## config.mk

```make
export PLATFORM = sky130hd
export DESIGN_NAME = rr_encode_arbiter
export DESIGN_NICKNAME = d
export VERILOG_FILES = /design/src/rtl/rr_encode_arbiter.sv
export SDC_FILE = /design/constraint.sdc
export NUM_CORES = 1
export LEC_CHECK = 0
export ABC_AREA = 1
export BUFFER_PORTS_ARGS = -buffer_cell sky130_fd_sc_hd__buf_2
export CAP_MARGIN = 5
export CORE_MARGIN = 1.5
export CORE_UTILIZATION = 56
export CTS_BUF_LIST = sky130_fd_sc_hd__clkbuf_4 sky130_fd_sc_hd__clkbuf_8 sky130_fd_sc_hd__clkbuf_16
export CTS_CLUSTER_DIAMETER = 80
export DETAILED_ROUTE_END_ITERATION = 12
export HOLD_SLACK_MARGIN = 0.05
export PLACE_DENSITY_LB_ADDON = 0.25
export SETUP_SLACK_MARGIN = 0.02
export SYNTH_ARGS = -nofsm -noshare
export SYNTH_HDL_FRONTEND = slang
export SYNTH_SLANG_ARGS = --single-unit
```

## constraint.sdc

```tcl
create_clock -name CLK -period 5 [get_ports CLK]
set_input_delay 0 -clock CLK [delete_from_list [all_inputs] [get_ports CLK]]
set_output_delay 0 -clock CLK [all_outputs]
set_load 0.005 [all_outputs]
```

## src/rtl/rr_encode_arbiter.sv

```systemverilog
// rtl/rr_encode_arbiter.sv - round-robin arbiter with a registered one-hot grant and a binary grant index
// The encoder relies on a one-hot (or zero) input, which the arbiter's grant register always holds.

module rr_encode_arbiter_encode #(
    parameter int width = 8,
    localparam int m = $clog2(width)
) (
    input  logic [width-1:0] onehot,
    output logic [m-1:0]     idx
);
    always_comb begin
        idx = '0;
        for (int i = 0; i < width; i++) begin
            if (onehot[i]) idx = idx | m'(i);
        end
    end
endmodule

module rr_encode_arbiter #(
    parameter int width = 8,
    localparam int m = $clog2(width)
) (
    input  logic             CLK,
    input  logic             RST,
    input  logic [width-1:0] Req,
    input  logic             GntReady,
    output logic             GntValid,
    output logic [width-1:0] Gnt,
    output logic [m-1:0]     GntIdx
);
    localparam logic [0:0] IDLE = 1'b0;
    localparam logic [0:0] BUSY = 1'b1;

    logic [0:0]       state, nxt_state;
    logic [m-1:0]     ptr, nxt_ptr, pn;
    logic [width-1:0] gnt, nxt_gnt, cand_idle, cand_busy;

    // First requester found scanning upward from p, wrapping at width-1.
    function automatic logic [width-1:0] rr(input logic [width-1:0] r, input logic [m-1:0] p);
        logic [width-1:0] g;
        logic             found;
        logic [m:0]       pos;
        g     = '0;
        found = 1'b0;
        for (int j = 0; j < width; j++) begin
            pos = {1'b0, p} + (m+1)'(j);
            if (pos >= (m+1)'(width)) pos = pos - (m+1)'(width);
            if (!found && r[pos[m-1:0]]) begin
                g[pos[m-1:0]] = 1'b1;
                found         = 1'b1;
            end
        end
        return g;
    endfunction

    rr_encode_arbiter_encode #(.width(width)) u_encode (
        .onehot (gnt),
        .idx    (GntIdx)
    );

    assign Gnt      = gnt;
    assign GntValid = (state == BUSY);

    always_comb begin
        pn        = (GntIdx == m'(width - 1)) ? '0 : GntIdx + m'(1);
        cand_idle = rr(Req, ptr);
        cand_busy = rr(Req, pn);
        nxt_state = state;
        nxt_ptr   = ptr;
        nxt_gnt   = gnt;
        case (state)
            IDLE: begin
                if (|Req) begin
                    nxt_gnt   = cand_idle;
                    nxt_state = BUSY;
                end
            end
            default: begin
                // Stalled grants are frozen; Req is only looked at on a handshake.
                if (GntReady) begin
                    nxt_ptr = pn;
                    if (|cand_busy) begin
                        nxt_gnt = cand_busy;
                    end else begin
                        nxt_gnt   = '0;
                        nxt_state = IDLE;
                    end
                end
            end
        endcase
    end

    always_ff @(posedge CLK or posedge RST) begin
        if (RST) begin
            state <= IDLE;
            ptr   <= '0;
            gnt   <= '0;
        end else begin
            state <= nxt_state;
            ptr   <= nxt_ptr;
            gnt   <= nxt_gnt;
        end
    end
endmodule
```

; Word-level counts from Yosys, hierarchy flattened
; Index checks and enable logic that the tools add are counted.
[op_classes]
bitwise = 14
addsub = 31
mux = 126
n_eq_ne = 2
reduce_logical = 49
n_mul = 0
shift = 0
order_cmp = 48
div_mod_pow = 0
[op_table]
columns = cell, n
row1 = two-way mux 8 bit, 20
row2 = OR 8 bit, 14
row3 = "less-than comparator 3 x 4 -> 1 bit, second input constant", 16
row4 = two-way mux 3 bit, 21
row5 = ">= comparator 4 bit, second input constant", 14
row6 = two-way mux 1 bit, 51
row7 = binary-select mux 1 bit (select 3 bit), 16
row8 = demux 1 bit (select 3 bit), 16
row9 = ">= comparator 3 x 1 -> 1 bit, second input constant", 16
row10 = "subtractor 3 x 1 -> 3 bit, second input constant", 16
row11 = "adder 3 x 3 -> 4 bit, second input constant", 8
row12 = logical AND 1 bit, 30
row13 = "adder 3 x 2 -> 4 bit, second input constant", 4
row14 = OR reduction 8 bit, 2
row15 = logical NOT 1 bit, 14
row16 = "adder 3 x 1 -> 4 bit, second input constant", 2
row17 = ">= comparator 3 x 4 -> 1 bit, second input constant", 2
row18 = two-way mux 2 bit, 2
row19 = AND reduction 2 bit, 2
row20 = "adder 3 x 1 -> 3 bit, second input constant", 1
row21 = "equality test 3 bit, second input constant", 1
row22 = "!= test 2 bit, second input constant", 1
row23 = nonzero test 2 bit, 1
[totals]
romBits = 0
wordCells = 273
latch_bits = 0
mem_bits_rw = 0
input_bits = 11
n_memories = 0
out_inout_bits = 12
ff_bits = 12

; Depth between registers and ports, before layout
; Gate-level depths: netlist (run 1).
[logic_depth]
depth_word = 39
mapped_depth = 22

; Cells and area by module
; From an unflattened synthesis (run 1), not the netlist that was laid out.
[unflattened]
hier_cells = 567
hier_area_um2 = 3021.6
[modules_own_cells]
columns = mod, area_per_inst_um2, instances, cells_per_inst
row1 = rr_encode_arbiter, 2989.1, 1, 559
row2 = rr_encode_arbiter_encode, 32.5, 1, 8

; Worst setup path after synthesis (run 1)
; Ideal clock, no wire load.
[synth_timing]
kind = register to register
startpoint = register gnt[7] (netlist: Gnt[7])
endpoint = register state (netlist: GntValid)
setup_ps = 77
setup_slack_ps = 1693
path_buffers = 3
stages_incl_launch_ff = 22
arrival_time_ps = 3230
synth_period_minus_slack_ps = 3307
path_cell_list = dfrtp_1 -> nor2_4 -> nand2_4 -> buf_6 -> clkbuf_1 -> ha_1 -> inv_1 -> nand3_1 -> nand2_4 -> ha_1 -> inv_1 -> nand3_1 -> nand2_2 -> nand3_2 -> nor3_4 -> buf_6 -> nand4_1 -> nand3_1 -> nor2_1 -> nand2_1 -> nor2_1 -> a21oi_1
[synth_via]
elab_chain_len = 33
word_cells_on_any_way = 131
classes_between = add/sub (16) / order compare (24) / eq/ne (1) / mux (60) / bitwise (7) / reduce/logical (23)
[synth_lines]
columns = element, line
row1 = from (decl), 36  ; logic [width-1:0] gnt, nxt_gnt, cand_idle, cand_busy;
row2 = from (signal assigned), 101  ; gnt <= nxt_gnt;
row3 = two-way mux 3 bit (*), 14  ; if (onehot[i]) idx = idx | m'(i);
row4 = named net GntIdx[0], 29  ; output logic [m-1:0] GntIdx
row5 = adder 3 x 1 -> 3 bit or equality test 3 bit (tied branches), 65  ; pn = (GntIdx == m'(width - 1)) ? '0 : GntIdx + m'(1);
row6 = two-way mux 3 bit (*), 65
row7 = branches (longest 25 deep; another with adder 3 x 1 -> 4 bit), --
row8 = two-way mux 8 bit (*), 48  ; if (!found && r[pos[m-1:0]]) begin
row9 = OR reduction 8 bit (*), 82  ; if (|cand_busy) begin
row10 = two-way mux 1 bit (*), 82
row11 = two-way mux 1 bit (*), 80  ; if (GntReady) begin
row12 = two-way mux 1 bit (*), 71  ; case (state)
row13 = named net nxt_state, 34  ; logic [0:0] state, nxt_state;
row14 = to (signal assigned), 99  ; state <= nxt_state;
row15 = to (decl), 34
; Mark *: on every way through the listed nets, which the timed path passes. The select of a mux whose other input is x is not followed.
; A chain may end at the register's enable or synchronous reset.

; Worst setup path in the final report (run 1)
[layout_timing]
startpoint = register gnt[7] (netlist: Gnt[7])
endpoint = register state (netlist: GntValid)
[layout_via]
elab_chain_len = 33
word_cells_on_any_way = 131
classes_between = add/sub (16) / order compare (24) / eq/ne (1) / mux (60) / bitwise (7) / reduce/logical (23)
[layout_lines]
columns = element, line
row1 = two-way mux 3 bit (*), 14
row2 = adder 3 x 1 -> 3 bit or equality test 3 bit (tied branches), 65
row3 = two-way mux 3 bit (*), 65
row4 = named net pn[1], 35  ; logic [m-1:0] ptr, nxt_ptr, pn;
row5 = branches (longest 25 deep; another with adder 3 x 1 -> 4 bit), --
row6 = two-way mux 8 bit (*), 48
row7 = OR reduction 8 bit (*), 82
row8 = two-way mux 1 bit (*), 82
row9 = two-way mux 1 bit (*), 80
row10 = two-way mux 1 bit (*), 71
row11 = named net nxt_state, 34
; Marked as above.

==> results of run 1 <==
-- metrics by stage --
| stage | instance area [sq um] | util |
|---|---|---|
| 2_1_floorplan | 3200 | - |
| 3_3_place_gp | 3290 | 0.598 |
| 3_5_place_dp | 3290 | 0.598 |
| 4_1_cts | 3350 | 0.608 |
| 5_1_grt | 3350 | 0.608 |
| 6_report | 3350 | 0.608 |
-- state kept, by name, indices dropped and copies added, names as in the netlist --
register  cells
GntValid      1
Gnt           8
ptr           3
-- critical path, cell delays in order, from the launching register on --
cell and delay, ns:
sky130_fd_sc_hd__dfrtp_1 0.44, sky130_fd_sc_hd__nor2_4 0.38, sky130_fd_sc_hd__nand2_4 0.27, sky130_fd_sc_hd__clkinv_1 0.24, sky130_fd_sc_hd__ha_1 0.44, sky130_fd_sc_hd__inv_2 0.27, sky130_fd_sc_hd__nand3_2 0.19, sky130_fd_sc_hd__nand2_4 0.18
sky130_fd_sc_hd__o21ai_0 0.16, sky130_fd_sc_hd__nand2_2 0.12, sky130_fd_sc_hd__nand2_4 0.12, sky130_fd_sc_hd__nor3_4 0.57, sky130_fd_sc_hd__nand4_1 0.19, sky130_fd_sc_hd__nand3_1 0.20, sky130_fd_sc_hd__nor2_1 0.06, sky130_fd_sc_hd__nand2_1 0.06
sky130_fd_sc_hd__nor2_1 0.04, sky130_fd_sc_hd__a21oi_1 0.12
-- synthesized netlist by cell type (all sizes together) (2+ instances only) --
cell | n | area [sq um]
nand4 | 29 | 181
o22ai | 3 | 18.8
nand2 | 162 | 693
buf | 9 | 85.1
xor2 | 2 | 17.5
nand3 | 89 | 488
clkbuf | 7 | 26.3
o21ai | 31 | 181
dfrtp | 12 | 300
clkinv | 2 | 7.51
nor2 | 95 | 384
o211ai | 4 | 30.0
inv | 61 | 229
nor3 | 21 | 139
mux2i | 4 | 56.3
a21oi | 22 | 114
and2 | 3 | 25.0
nor4 | 2 | 12.5
ha | 13 | 163
-- layout make-up --
class                   instances  area, sq um  share of cell area
well taps                      72         90.1              0.0269
inverters                      63          236              0.0707
clock buffers                   3         41.3              0.0123
multi-input cells             485         2550               0.762
repair buffers                 24          128              0.0381
flip-flops and latches         12          300              0.0898
-- cells in the final DEF, fill, tap and decap left out, drive strengths merged --
master         n
nor3          21
and2           3
nand3         89
inv           61
clkbuf         3
a31oi          1
dlygate4sd3    1
clkinv         2
nor4           2
xor2           2
nand4         29
a21boi         1
o21ai         31
dfrtp         12
nor3b          1
nand2        162
o211ai         4
o21a           1
nor2          95
or2            1
buf           23
a21oi         22
o22ai          3
ha            13
mux2i          4
-- cell families after synthesis --
logic type	count (synthesis)	share of synthesized area
AO/OA/AOI/OAI	63	0.116
XOR/XNOR	2	0.00548
adder cells (fa/ha/maj)	13	0.0509
buffers and inverters	79	0.109
AND/OR/NAND/NOR	403	0.607
flip-flops	12	0.0939
multiplexers	4	0.0176
-- per-layer routing --
layer	track usage	up-vias	wire [microns]
met5	0	-	0
met4	0.0321	0	167
met3	0.0547	37	1250
met2	0.502	284	4150
met1	0.494	1814	4400
li1	-	1946	-
-- worst paths after layout --
check | end | depth (start not counted) | start
max | GntValid | 17 | Gnt[7]
min | ptr[1] | 3 | GntReady
max reg2reg | GntValid | 17 | Gnt[7]
min reg2reg | Gnt[0] | 2 | Gnt[0]
max in group asynchronous | Gnt[0] | 3 | RST
min in group asynchronous | Gnt[3] | 3 | RST
-- repair_timing --
item	4_1_cts	5_1_grt
buffers inserted	0	0
hold buffers	1	0
resized for setup	0	0
hold endpoints to repair	12	0
==> flow_summary_export.csv, run 1 <==
group,metric,value,unit
timing,timing.final.setup_violations,0,
routing,drt_first_iter_violations,547,
timing,sum_of_negative_setup_slack,0,ns
routing,detail_route.wirelength,9970,microns
routing,drcViolationCount,0,
timing,slew_headroom,0.545,
timing,report.final.hold_viol_count,0,
layout,layout.cells.non_filler,659,
routing,first_pass_detailed_route_iteration_total,7,
synthesis,synthArstFlopShare,1.00,
die,floorplan.core_area,5510,sq um
routing,vias_per_cell,6.19,
critical_path,startpoint_type,"flip-flop",
critical_path,timing.critical_path.fanout_max,27,
cts,path_clk_slew,0.05,ns
cts,cts_buffers,3,
grt,grt_start_max_net_pins,34,
die,start_util,0.581,
routing,final_antenna_violating_net_count,0,
timing,slew_worst_pin,0.682,ns
timing,finalHoldWorstSlack,0.179,ns
critical_path,r2r_slack,0.85,ns
timing,fin_crit,4.15,ns
layout,final_antenna_diode_count,0,
worst_hold_path,hold_class,"input pin to flip-flop",
timing,period_utilization,0.830,
die,num_io_pins,23,
timing,timing.final.ws_setup,0.852,ns
timing,clock-skew-final,0.00147,ns
cts,ctsRootBufferMaster,"sky130_fd_sc_hd__clkbuf_8",
routing,via_count,4081,
routing,avgRoutedWirePerCell,15.1,microns
grt,grt_overflow_total,0,
synthesis,synth_flop_cell,"sky130_fd_sc_hd__dfrtp_1",
timing,grt_setup_unrepaired,"no",
die,die_area,6170,sq um
grt,grt_pass1_wl,16600,microns
layout,final_layout_size_suffix_gt1_frac,0.145,
cts,clock_tree_from_tritoncts,"yes",
cts,tritoncts_num_sinks,12,
critical_path,crit_path_end_kind,"flip-flop",
timing,final-max-slew-violation-count,0,
status,result_of_the_run,"finished clean",
synthesis,yosysWarnings,0,
critical_path,worst-endpoint-arrival,4.31,ns
grt,grt_antenna_before_repair,0,
layout,area_delta_synth_final,4.62,%
synthesis,ys_types,41,
critical_path,timing.critical_path.required,5.17,ns
die,die-height,78.6,microns
flow_run,cap_violations,0,
critical_path,timing_worst_setup_path_type,"flip-flop to flip-flop",
layout,final_nets,613,
synthesis,synth_area_per_cell,5.55,sq um
synthesis,synth.ff_latch_count,12,
die,fp-row-count,27,
synthesis,synth-seq-area-share,0.0939,
synthesis,synth.net_count,600,
synthesis,post_synth_instance_area,3200,sq um
placement,place_congestion,1.21,
cts,cts_htree_levels,1,
placement,post-place-ws,1.03,ns
grt,gr-usage-all-layers,0.329,
synthesis,synth-edff-count,0,
cts,worstSkewPairLatency,0.24,ns
layout,nFillCells,562,
cts,maximum_root_to_sink_buffer_count,2,
die,chipWidth,78.6,microns
synthesis,postSynthCellCount,576,
placement,place_inst,655,
grt,first_global_vias,3496,
placement,buffer_ports.inserted,22,
timing,max_freq,241,MHz
placement,dp_hpwl,7800,microns
Power of run 1 is not shown: default switching activity piles up to over one toggle a cycle in this logic, so the estimate is an artifact.
==> inputs of run 2 (changes only) <==
- clock period: 5 -> 3.8 ns (I/O delays scaled with it)
==> run 2 against run 1 <==
  * Die area unchanged
  * Worst setup slack got worse by 0.46 ns
  * Via count decreased by 0.39%
  * Clock skew barely moved
  * Non-clock buffer count up 9
  * Count of clock-buffer cells in the layout up 1
  * Core utilization is 1.7 points higher
  * Hold slack improved by 0.0030 ns
  * Critical path type unchanged
  * Largest cell class unchanged
  * Highest routed layer unchanged
==> flow_summary_export.csv, run 2 (synthesized netlist as in run 1, its figures left out) <==
group,metric,value,unit
routing,first_pass_detailed_route_iteration_total,5,
critical_path,timing_worst_setup_path_type,"flip-flop to flip-flop",
timing,timing.final.setup_violations,0,
layout,most_frequent_standard_cell_in_the_layout_excluding_fill_and_tap_cells,"sky130_fd_sc_hd__nand2_1",
timing,slew_worst_pin,0.734,ns
layout,largest_register_ff_count,8,
routing,final_antenna_violating_net_count,0,
timing,clock-skew-final,0.00125,ns
status,result_of_the_run,"finished clean",
cts,cts_buffers,3,
flow_run,cap_violations,0,
timing,sum_of_negative_setup_slack,0,ns
grt,grtUsageMet3,0.0651,
grt,global_route_layer_with_the_greatest_usage,"met2",
timing,finalHoldWorstSlack,0.181,ns
grt,use_met1,0.508,
cts,worstSkewPairLatency,0.25,ns
critical_path,cp_cell_sequence,"nor2_2 -> nand2_1 -> ha_1 -> inv_1 -> nand3_1 -> nand2_4 -> ha_1 -> inv_1 -> nand3_1 -> nand2_2 -> nand3_2 -> nor2_4 -> nand3_4 -> nor2_1 -> nor2_1 -> nand3_1 -> nor2_1 -> nand2_1 -> nor2_1 -> a21oi_1",
timing,fin_crit,3.41,ns
critical_path,critical-path-max-stage-delay,0.44,ns
layout,final_nets,622,
cts,path_clk_slew,0.06,ns
layout,layout.cells.non_filler,669,
routing,vias_per_cell,6.08,
routing,drt_first_iter_violations,455,
routing,avgRoutedWirePerCell,15.2,microns
die,num_io_pins,23,
routing,drcViolationCount,0,
grt,grt_pass1_wl,17500,microns
cts,clock_tree_from_tritoncts,"yes",
grt,gr-usage-all-layers,0.350,
timing,report.final.hold_viol_count,0,
grt,grt_start_max_net_pins,34,
critical_path,timing.critical_path.fanout_max,9,
grt,gr-usage-met2,0.533,
cts,cts_htree_levels,1,
die,start_util,0.581,
critical_path,startpoint_type,"flip-flop",
cts,maximum_root_to_sink_buffer_count,2,
timing,final-max-slew-violation-count,0,
die,die-height,78.6,microns
timing,period_utilization,0.897,
layout,final_standard_cell_area_without_fillers,3440,sq um
timing,grt_setup_unrepaired,"no",
die,floorplan.core_area,5510,sq um
layout,area_delta_synth_final,7.63,%
grt,grt_overflow_total,0,
placement,place_congestion,1.03,
placement,post_dp_cell_area,3350,sq um
cts,tritoncts_num_sinks,12,
timing,max_freq,293,MHz
grt,grt_antenna_before_repair,0,
layout,final_antenna_diode_count,0,
cts,ctsRootBufferMaster,"sky130_fd_sc_hd__clkbuf_8",
worst_hold_path,hold_class,"input pin to flip-flop",
critical_path,timing.critical_path.required,3.98,ns
layout,layout_common_cells,"sky130_fd_sc_hd__nand2_1, sky130_fd_sc_hd__nor2_1, sky130_fd_sc_hd__nand3_1",
placement,place_inst,663,
critical_path,worst_path_most_repeated_cell,"sky130_fd_sc_hd__nor2_1",
die,die_area,6170,sq um
layout,final_layout_size_suffix_gt1_frac,0.161,
critical_path,slowest_stage_cell_crit_path,"sky130_fd_sc_hd__dfrtp_1",
placement,dp_hpwl,8180,microns
routing,via_count,4065,
timing,slew_headroom,0.511,
die,chipWidth,78.6,microns
placement,buffer_ports.inserted,22,
die,fp-row-count,27,
critical_path,worst-endpoint-arrival,3.58,ns
critical_path,crit_path_end_kind,"flip-flop",
routing,detail_route.wirelength,10200,microns
grt,first_global_vias,3619,
-- run 2: metrics by stage --
stage                     setup slack [ns]   util
after detailed placement             0.347  0.609
after CTS                            0.329  0.621
after global placement               0.441  0.609
after floorplan                      0.493      -
final                                0.391  0.625
after global routing                0.0536  0.625
-- run 2: path summary, 6_finish.rpt --
kind,start,endpoint,slack (ns),cells after the start
worst max register to register,Gnt[7],GntValid,0.39,20
worst max-delay path,Gnt[7],GntValid,0.39,20
max in group asynchronous,RST,ptr[2],3.16,3
worst min register to register,Gnt[0],Gnt[0],0.48,2
min in group asynchronous,RST,Gnt[0],0.31,3
worst min-delay path,GntReady,ptr[1],0.18,3
-- run 2: worst max-delay path: cells and delay by family, from the launching register on --
kind            cells  cell delay [ns]
flops               1             0.44
compound gates      1             0.11
buf+inv             2             0.18
fa+ha+maj           2             0.57
simple gates       15             2.02
-- run 2: layer usage --
layer	part of all wire	vias up
li1	-	1959
met1	0.47	1869
met2	0.43	220
met3	0.094	17
met4	0.015	0
met5	0	-
-- run 2: timing repair --
item                       CTS  global route
resized for setup            0             1
buffers inserted             0             1
hold buffers                 1             0
setup endpoints to repair    0             2
hold endpoints to repair    12             0
-- run 2: layout make-up --
class | instances | area [sq um]
clock buffers | 4 | 55.1
fillers | 555 | 2060
inverters | 63 | 236
multi-input cells | 485 | 2550
flip-flops and latches | 12 | 300
well taps | 72 | 90.1
repair buffers | 33 | 208
Power of run 2 is left out for the same reason.
==> inputs of run 3 (changes only) <==
- ABC_AREA: 1 -> unset
- SETUP_SLACK_MARGIN: 0.02 -> 0.05
- SKIP_LAST_GASP: unset -> 1
==> run 3 against run 2 <==
  * First-iteration DRC count is 52% lower
  * Via count is 30% lower
  * Core utilization up 8.8 points
  * Sequential share of layout area rose by 0.69 points
  * Critical path depth fell by 6
  * Register-to-register slack got worse by 0.28 ns
  * Global-route usage decreased by 3.8 points
  * Cell count shrank 39%
  * Synthesized area shrank 16%
  * The flow now finishes with violations (DRC)
  * Worst setup slack got worse by 0.28 ns
==> flow_summary_export.csv, run 3 <==
group,metric,value,unit
timing,clock-skew-final,0.00509,ns
synthesis,yosysMostFrequentCell,"sky130_fd_sc_hd__nor2_1",
die,die-height,72.2,microns
layout,final_nets,381,
worst_hold_path,min_path_cells,3,
grt,grt_pass1_wl,13000,microns
synthesis,ys_types,68,
synthesis,area_share_of_the_leading_cell_type_in_the_synthesized_netlist,0.112,
critical_path,timing_worst_setup_path_type,"flip-flop to flip-flop",
critical_path,timing.critical_path.required,3.88,ns
status,failing_checks,"DRC",
die,die_area,5210,sq um
critical_path,slowest_stage_cell_crit_path,"sky130_fd_sc_hd__or4_4",
critical_path,crit_path_end_kind,"flip-flop",
cts,path_clk_slew,0.05,ns
timing,timing.final.setup_violations,0,
layout,final_layout_size_suffix_gt1_frac,0.324,
synthesis,ys_top_cells_by_count,"sky130_fd_sc_hd__nor2_1, sky130_fd_sc_hd__nand2_1, sky130_fd_sc_hd__mux2i_1",
layout,nFillCells,344,
status,result_of_the_run,"finished, violations left",
timing,report.final.hold_viol_count,0,
critical_path,timing.critical_path.fanout_max,5,
synthesis,postSynthCellCount,321,
die,start_util,0.599,
synthesis,synth.net_count,345,
timing,grt_setup_unrepaired,"yes",
synthesis,synthArstFlopShare,1.00,
critical_path,crit_path_start,"Gnt[7]",
grt,grt_overflow_total,0,
worst_hold_path,hp-start,"Req[0]",
critical_path,worst_path_most_repeated_cell,"sky130_fd_sc_hd__ha_4",
placement,dp_hpwl,6050,microns
layout,area_delta_synth_final,19.0,%
critical_path,critical-path-max-stage-delay,0.60,ns
synthesis,synth.ff_latch_count,12,
critical_path,cp.buffers_inverters,3,
synthesis,post_synth_instance_area,2680,sq um
cts,ctsRootBufferMaster,"sky130_fd_sc_hd__clkbuf_8",
grt,gr-usage-all-layers,0.313,
timing,max_freq,271,MHz
critical_path,critical-path-top-delay-family,"simple AND/OR/NAND/NOR gates",
routing,via_count,2846,
critical_path,startpoint_type,"flip-flop",
grt,grt_antenna_before_repair,0,
critical_path,rr_worst_depth,14,
cts,cts_htree_levels,1,
placement,buffer_ports.inserted,22,
die,chipWidth,72.2,microns
cts,clock_tree_from_tritoncts,"yes",
synthesis,yosysWarnings,0,
layout,layout_common_cells,"sky130_fd_sc_hd__nor2_1, sky130_fd_sc_hd__buf_4, sky130_fd_sc_hd__nand2_1",
die,floorplan.core_area,4470,sq um
worst_hold_path,hold-path-endpoint,"GntValid",
critical_path,worst-endpoint-arrival,3.77,ns
cts,tritoncts_num_sinks,12,
synthesis,synth_flop_cell,"sky130_fd_sc_hd__dfrtp_1",
synthesis,synth-edff-count,0,
layout,final_antenna_diode_count,0,
flow_run,cap_violations,0,
critical_path,cp_cell_sequence,"or4_4 -> ha_4 -> buf_4 -> xnor2_4 -> inv_2 -> ha_4 -> mux4_2 -> nor3b_4 -> buf_6 -> and3_4 -> a32oi_4 -> o221ai_2 -> nor4bb_1 -> a41oi_1",
cts,cts_buffers,3,
critical_path,critical_path.reg2reg.endpoint,"GntValid",
grt,first_global_vias,2586,
die,num_io_pins,23,
routing,detail_route.wirelength,8240,microns
grt,grt_start_max_net_pins,30,
placement,place_congestion,1.04,
synthesis,synth_area_per_cell,8.35,sq um
routing,first_pass_detailed_route_iteration_total,11,
critical_path,r2r_slack,0.12,ns
timing,slew_headroom,0.607,
routing,drt_first_iter_violations,220,
routing,avgRoutedWirePerCell,20.2,microns
critical_path,crit-reg2reg-launch,"Gnt[7]",
synthesis,synthTopCellsByArea,"sky130_fd_sc_hd__dfrtp_1, sky130_fd_sc_hd__mux4_2, sky130_fd_sc_hd__mux2i_1",
routing,final_antenna_violating_net_count,0,
timing,fin_crit,3.68,ns
die,fp-row-count,24,
layout,largest_register_ff_count,8,
timing,final-max-slew-violation-count,0,
routing,vias_per_cell,6.99,
cts,worstSkewPairLatency,0.24,ns
timing,period_utilization,0.970,
synthesis,synth_top_cell_by_area,"sky130_fd_sc_hd__dfrtp_1",
synthesis,synth-seq-area-share,0.112,
worst_hold_path,hold_class,"input pin to flip-flop",
timing,finalHoldWorstSlack,0.293,ns
timing,slew_worst_pin,0.573,ns
routing,drcViolationCount,1,
cts,maximum_root_to_sink_buffer_count,2,
layout,most_frequent_standard_cell_in_the_layout_excluding_fill_and_tap_cells,"sky130_fd_sc_hd__nor2_1",
## run 3: cell count changes after synthesis, sizes merged, moves of 21 or more
cell,change
mux2i,+21
nand4,-24
nand3,-81
nor2,-65
nand2,-135
inv,-48
## run 3: worst register-to-register path, delay by kind of cell (launching register included)
kind,cells,cell delay (ns)
AO/OA/AOI/OAI,3,0.53
XOR/XNOR,1,0.22
adder cells (fa/ha/maj),2,0.49
buffers and inverters,3,0.37
flip-flops,1,0.38
multiplexers,1,0.31
AND/OR/NAND/NOR,4,1.24
## run 3: cells by family after synthesis
| logic type | share of synthesized area |
|---|---|
| and+or+nand+nor | 0.242 |
| AOI/OAI and AO/OA | 0.230 |
| muxes | 0.259 |
| buffers and inverters | 0.0588 |
| adders and majority gates | 0.0607 |
| DFF | 0.112 |
| xor gates and xnor gates | 0.0383 |
## run 3: how the worst max path moves through the flow
stage / cells after the start / slack, ns / to
after detailed placement: 11 / -0.08 / GntValid
final: 14 / 0.12 / GntValid
after floorplan: 14 / 0.03 / GntValid
after CTS: 16 / 0.05 / GntValid
after global routing: 14 / -0.006 / GntValid
after global placement: 11 / -0.07 / GntValid
## run 3: cell type report
type,count,area [sq um],share of cell area
clock buffer,3,41.3,0.0129
tap,52,65.1,0.0204
multi-input combinational,273,2360,0.740
sequential,12,300,0.0941
inverter,13,48.8,0.0153
timing repair buffer,54,373,0.117
## run 3: per-layer routing
layer  track usage  part of all wire
met1         0.423              0.41
met2         0.544              0.50
met3        0.0125             0.068
met4        0.0943             0.019
met5             0                 0
## run 3: timing repair
action / 4_1_cts / 5_1_grt
gates cloned: 0 / 0
pin swaps: 1 / 10
hold endpoints to repair: 12 / 0
resized for setup: 4 / 18
setup buffers: 1 / 6
hold buffers: 1 / 0
endpoints found under the setup margin: 4 / 9
## run 3: per-stage QoR
step,TNS (ns),worst slack [ns],instances,util,area (sq um)
6_report,0,0.116,407,0.713,3190
5_1_grt,-0.00625,-0.00625,407,0.713,3190
4_1_cts,0,0.0542,401,0.681,3050
3_5_place_dp,-0.146,-0.0813,396,0.665,2970
3_3_place_gp,-0.0869,-0.0730,396,0.665,2970
2_1_floorplan,0,0.0257,321,-,2760
Power of run 3 is left out for the same reason.
